<file path="config.mk">
export PLATFORM = sky130hd
export DESIGN_NAME = ws2812_frame_sequencer
export DESIGN_NICKNAME = d
export VERILOG_FILES = /design/src/rtl/ws2812_frame_sequencer.sv
export SDC_FILE = /design/constraint.sdc
export NUM_CORES = 1
export LEC_CHECK = 0
export CORE_MARGIN = 3
export CORE_UTILIZATION = 38
export CTS_CLUSTER_SIZE = 16
export DETAILED_ROUTE_END_ITERATION = 16
export GPL_ROUTABILITY_DRIVEN = 0
export PLACE_DENSITY = 0.66
export SLEW_MARGIN = 10
export SYNTH_ARGS = -nofsm -noshare
export SYNTH_HDL_FRONTEND = slang
export SYNTH_SLANG_ARGS = --single-unit
</file>
<file path="constraint.sdc">
create_clock -name clk -period 7.8 [get_ports clk]
set_clock_uncertainty 0.1 [all_clocks]
set_input_delay 1.17 -clock clk [delete_from_list [all_inputs] [get_ports clk]]
set_output_delay 1.17 -clock clk [all_outputs]
set_load 0.05 [all_outputs]
</file>
<file path="src/rtl/ws2812_frame_sequencer.sv">
// Frame scheduler for ws2812_rgb_controller: answers command/pixel requests, streams
// num_pixels words from a synchronous pixel RAM and closes every frame with a latch.
module ws2812_frame_sequencer #(
  parameter int ADDR_W = 8
) (
  input  logic              clk,
  input  logic              rst_n,
  input  logic              start,
  input  logic              repeat_mode,
  input  logic [ADDR_W:0]   num_pixels,
  output logic              busy,
  output logic              frame_done,
  output logic              pix_re,
  output logic [ADDR_W-1:0] pix_addr,
  input  logic [23:0]       pix_data,
  input  logic              cmd_request,
  input  logic              data_request,
  output logic [1:0]        command,
  output logic [7:0]        r,
  output logic [7:0]        g,
  output logic [7:0]        b
);

  localparam logic [2:0] S_IDLE      = 3'd0;
  localparam logic [2:0] S_LOAD      = 3'd1;
  localparam logic [2:0] S_FILL      = 3'd2;
  localparam logic [2:0] S_ARMED     = 3'd3;
  localparam logic [2:0] S_STREAM    = 3'd4;
  localparam logic [2:0] S_LATCH     = 3'd5;
  localparam logic [2:0] S_RESETTING = 3'd6;

  localparam logic [1:0] CMD_IDLE  = 2'b00;
  localparam logic [1:0] CMD_TX    = 2'b01;
  localparam logic [1:0] CMD_RESET = 2'b10;

  localparam logic [ADDR_W:0] MAX_PIX = {1'b1, {ADDR_W{1'b0}}};
  localparam logic [ADDR_W:0] ONE_PIX = {{ADDR_W{1'b0}}, 1'b1};
  localparam logic [ADDR_W:0] NO_PIX  = '0;

  logic [2:0]        state_reg, state_next;
  logic [ADDR_W:0]   cnt_reg, cnt_next;
  logic [ADDR_W:0]   n_reg, n_next;
  logic [23:0]       staged_reg;
  logic [1:0]        refill_reg;
  logic [1:0]        command_reg, command_next;
  logic              pix_re_reg, pix_re_next;
  logic [ADDR_W-1:0] pix_addr_reg, pix_addr_next;

  logic              refill_start;
  logic              load_frame;
  logic [ADDR_W:0]   cnt_inc;
  logic [ADDR_W:0]   n_clamped;

  assign cnt_inc   = cnt_reg + ONE_PIX;
  assign n_clamped = (num_pixels > MAX_PIX) ? MAX_PIX : num_pixels;

  always_comb begin
    state_next   = state_reg;
    cnt_next     = cnt_reg;
    n_next       = n_reg;
    refill_start = 1'b0;
    load_frame   = 1'b0;
    frame_done   = 1'b0;
    case (state_reg)
      S_IDLE: begin
        if (start) load_frame = 1'b1;
      end
      S_LOAD:  state_next = S_FILL;
      S_FILL:  state_next = S_ARMED;
      S_ARMED: begin
        // Pixel 0 leaves on the TX fetch, so pixel 1 must be fetched right away.
        if (cmd_request) begin
          cnt_next     = ONE_PIX;
          state_next   = S_STREAM;
          refill_start = (n_reg > ONE_PIX);
        end
      end
      S_STREAM: begin
        if (data_request) begin
          if (cnt_reg < n_reg) begin
            cnt_next     = cnt_inc;
            refill_start = (cnt_inc < n_reg);
          end else begin
            state_next = S_LATCH;
          end
        end
      end
      S_LATCH: begin
        if (cmd_request) state_next = S_RESETTING;
      end
      S_RESETTING: begin
        if (cmd_request) begin
          frame_done = 1'b1;
          if (repeat_mode) load_frame = 1'b1;
          else             state_next = S_IDLE;
        end
      end
      default: state_next = S_IDLE;
    endcase

    if (load_frame) begin
      n_next     = n_clamped;
      cnt_next   = NO_PIX;
      state_next = (n_clamped == NO_PIX) ? S_LATCH : S_LOAD;
    end
  end

  // Outputs are registered from the next state so they change the cycle after an event.
  always_comb begin
    command_next = CMD_IDLE;
    case (state_next)
      S_ARMED:  command_next = CMD_TX;
      S_STREAM: command_next = (cnt_next < n_next) ? CMD_TX : CMD_IDLE;
      S_LATCH:  command_next = CMD_RESET;
      default:  command_next = CMD_IDLE;
    endcase
    pix_re_next   = (state_next == S_LOAD) || refill_start;
    pix_addr_next = refill_start ? cnt_next[ADDR_W-1:0] : '0;
  end

  always_ff @(posedge clk) begin
    if (!rst_n) begin
      state_reg    <= S_IDLE;
      cnt_reg      <= '0;
      n_reg        <= '0;
      staged_reg   <= '0;
      refill_reg   <= '0;
      command_reg  <= CMD_IDLE;
      pix_re_reg   <= 1'b0;
      pix_addr_reg <= '0;
    end else begin
      state_reg    <= state_next;
      cnt_reg      <= cnt_next;
      n_reg        <= n_next;
      refill_reg   <= {refill_reg[0], refill_start};
      command_reg  <= command_next;
      pix_re_reg   <= pix_re_next;
      pix_addr_reg <= pix_addr_next;
      if ((state_reg == S_FILL) || refill_reg[1]) staged_reg <= pix_data;
    end
  end

  assign busy     = (state_reg != S_IDLE);
  assign command  = command_reg;
  assign pix_re   = pix_re_reg;
  assign pix_addr = pix_addr_reg;
  assign r        = staged_reg[23:16];
  assign g        = staged_reg[15:8];
  assign b        = staged_reg[7:0];

endmodule
</file>
==> impl_results.md <==
- Tcrit/Tclk final: 54.3%
- FFs w/ async S/R, synth: 0%
- Critical path data required time: roughly 6.5 ns
- Placed instance count: 522
- DR vias/cell: about 5
- Main combinational cell family by area after synthesis: simple AND/OR/NAND/NOR gates
- Max reg flops: 24
- CP endpoint kind: output port
- Syn avg cell area: 8.22 um^2
- R2R cell count: 13
- Total track usage: 17.8%
- Status: finished clean
- Pre-CTS setup slack: around 3.4 ns
- Antenna Violating Nets Remaining: 0
- Crit path cell chain: clkdlybuf4s50_1 -> nand2_1 -> nor3b_1 -> clkdlybuf4s50_1
- Clock period minus final worst setup slack: between 4 and 5 ns
- Critical Path AT: between 2 and 3 ns
- Post-CTS setup buffers: 0
- Hold Slack: 0.351 ns
- Worst hold path type: reg -> reg
- CTS Buffer Depth: 2
- Final Slew Violations: 0
- Synth Flop Type: dfxtp_1
- Post-synth EDFFs: 0
- Post-DP HPWL: between 5000 and 6000 um
- Sequential-to-total area share from yosys stat: between 30% and 40%
- Port bufs: 75
- Critical path's slowest cell: clkdlybuf4s50_1
- Most used cell, CP: clkdlybuf4s50_1
- Synth Area in Adders: between 10% and 20%
- Final worst slack: 3.57 ns
- Crit-path max cell delay: between 0.8 and 0.9 ns
- Syn nets: 427
- Setup CP Type: in -> out
- Antenna violations before repair: 0
- Yosys reg bits: a little under 60
- Origin of the worst setup path: cmd_request
- Placeable Area: ~0.0074 mm^2
- Per-cell routed wire length: ~15 um
- ANT cells: 0
- Least-Margin Pin Slew: 0.972 ns
- Clock Latency Late Sink: around 0.35 ns
- Ports: 76
- Post-synthesis cell area: ~0.003 mm^2
- CP Launch Type: input port
- Layout area overhead: 32.9%
- Hold Crit Depth: 2
- P_leak: 1.57 nW
- CTS Hold Bufs: 0
- RSZ-0062 raised after global routing: no
- Starting Density: 40.1%
- Xor-xnor portion of the synthesized cell area: under 10%
- Hold Startpoint: staged_reg[4]$_SDFFE_PN0P_
- Routed wire length: about 8000 um
- GRT overflow: 0
- Fin cells: about 540
- Post-CTS Resized: 0
- First-pass GRT wire length: ~12000 um
- TritonCTS Sinks: 58
- Slew headroom: 34.8%
- Hold Fails Final Rpt: 0
- Compound-cell area share of the yosys netlist: between 15 and 20%
- Die Span X: between 90 and 100 um
- Share of post-route cells with drive strength above 1: between 5 and 6%
- Layout Nets: 498
- DRT iter0 DRCs: 142
- Vias in the first global route: between 2000 and 3000
- Multiplexer share of the synthesized area: 1.68%
- Maximum clock frequency: 236 MHz
- First-pass iteration count of the detailed router: 5
- Maxcap violations: 0
- Mapped Cells: around 360
- Post-synthesis simple-gate area fraction: about a quarter
- Synth unique cells: between 40 and 50
- H-tree levels: 3
- Total power: 0.732 mW
- Num CTS Buffers: 9
- Synth warnings: 0
- Worst-path clk slew: 0.07 ns
- TNS Setup: 0 ns
- Largest net degree at the start of global routing: 35
- Die height: between 90 and 100 um
- Worst vdd ir: between 0.08 and 0.09 mV
- Final setup viols: 0
- Power Density: 185 mW/mm^2
- DR vias: between 2000 and 3000
- # DRC: 0
- Worst r2r src: n_reg[4]$_SDFF_PN0_
- Num rows: 31
- Crit-path max FO: 9
- CTS tree: yes
- CTS Root Cell: clkbuf_8
- Die ar.: about 0.0090 mm^2
-- through the flow --
| stage | util [%] | instance area [um^2] |
|---|---|---|
| global route | 53.3 | 3970 |
| detailed placement | 50.9 | 3790 |
| finish | 53.3 | 3970 |
| global placement | 50.9 | 3790 |
| CTS | 53.3 | 3970 |
| floorplan | - | 2980 |
-- final timing paths --
check | slack, ns | to
worst max register to register | 3.98 | command[0]$_SDFF_PN0_
worst min register to register | 0.35 | staged_reg[4]$_SDFFE_PN0P_
worst max-delay path | 3.57 | frame_done
worst min-delay path | 0.35 | staged_reg[4]$_SDFFE_PN0P_
-- logic make-up (layout without fill, tap and decap cells) --
logic type | Yosys count | in the layout
flip-flops | 58 | 58
AND/OR/NAND/NOR | 158 | 158
multiplexers | 5 | 5
adder cells (fa/ha/maj) | 25 | 25
buffers and inverters | 29 | 105
AO/OA/AOI/OAI | 81 | 81
XOR/XNOR | 7 | 7
-- layer usage --
| layer | vias to the layer above | global-route usage [%] | wire, um |
|---|---|---|---|
| li1 | 1392 | - | - |
| met1 | 1251 | 25.0 | 3720 |
| met2 | 106 | 26.0 | 3430 |
| met3 | 12 | 4.14 | 555 |
| met4 | 0 | 7.69 | 123 |
| met5 | - | 0 | 0 |
-- cell usage after synthesis (all sizes together) (2+ instances only) --
| library cell | count | area (um^2) |
|---|---|---|
| a2111oi | 2 | 17.5 |
| a211oi | 5 | 37.5 |
| a21o | 4 | 30.0 |
| a21oi | 50 | 262 |
| and2 | 9 | 56.3 |
| and3 | 6 | 37.5 |
| buf | 7 | 45.0 |
| clkbuf | 9 | 33.8 |
| dfxtp | 58 | 1160 |
| ha | 25 | 313 |
| inv | 12 | 45.0 |
| mux2i | 5 | 50.1 |
| nand2 | 74 | 278 |
| nand2b | 3 | 18.8 |
| nand3 | 5 | 25.0 |
| nand4 | 3 | 18.8 |
| nor2 | 28 | 105 |
| nor2b | 7 | 43.8 |
| nor3b | 12 | 101 |
| nor4 | 4 | 25.0 |
| o2111ai | 3 | 26.3 |
| o21a | 2 | 15.0 |
| o21ai | 9 | 45.0 |
| xnor2 | 2 | 17.5 |
| xor2 | 5 | 43.8 |
-- layout make-up --
type,instances,area [um^2]
Clock inverter,6,41.3
Inverter,13,48.8
Fill cell,712,3480
Tap cell,99,124
Timing Repair Buffer,76,758
Multi-Input combinational cell,276,1700
Sequential cell,58,1160
Clock buffer,10,138
-- power by group --
| part | internal (mW) | switching, mW | leakage, nW | total (mW) |
|---|---|---|---|---|
| logic | 0.0605 | 0.0964 | 1.01 | 0.157 |
| registers | 0.309 | 0.0111 | 0.470 | 0.320 |
| clock network | 0.124 | 0.131 | 0.0847 | 0.255 |
-- worst max-delay path, delay by kind of cell --
family                 cells  cell delay (ns)
AND/OR/NAND/NOR            2             0.33
buffers and inverters      2             1.47
-- cell usage in the layout (no fill, tap or decap), types with 2 or more instances in the layout --
cell type        synthesis  routed
xor2_1                   5       5
xnor2_1                  2       2
nand2_1                 74      74
a21oi_2                  3       3
nand2b_1                 3       3
o2111ai_1                3       3
a2111oi_0                2       2
clkinvlp_4               0       3
nand3_1                  5       5
dfxtp_1                 58      58
and2_1                   9       9
o21a_1                   2       2
nor2_1                  28      28
o21ai_0                  8       8
and3_1                   6       6
mux2i_1                  5       5
a21oi_1                 47      47
clkbuf_8                 0      10
nor4_1                   4       4
nor2b_1                  7       7
nor3b_1                 11      11
ha_1                    25      25
a211oi_1                 5       5
a21o_1                   4       4
nand4_1                  3       3
inv_1                   11      11
clkdlybuf4s50_1          0      75
clkinv_2                 0       2
(Power assumes the default switching activity.)
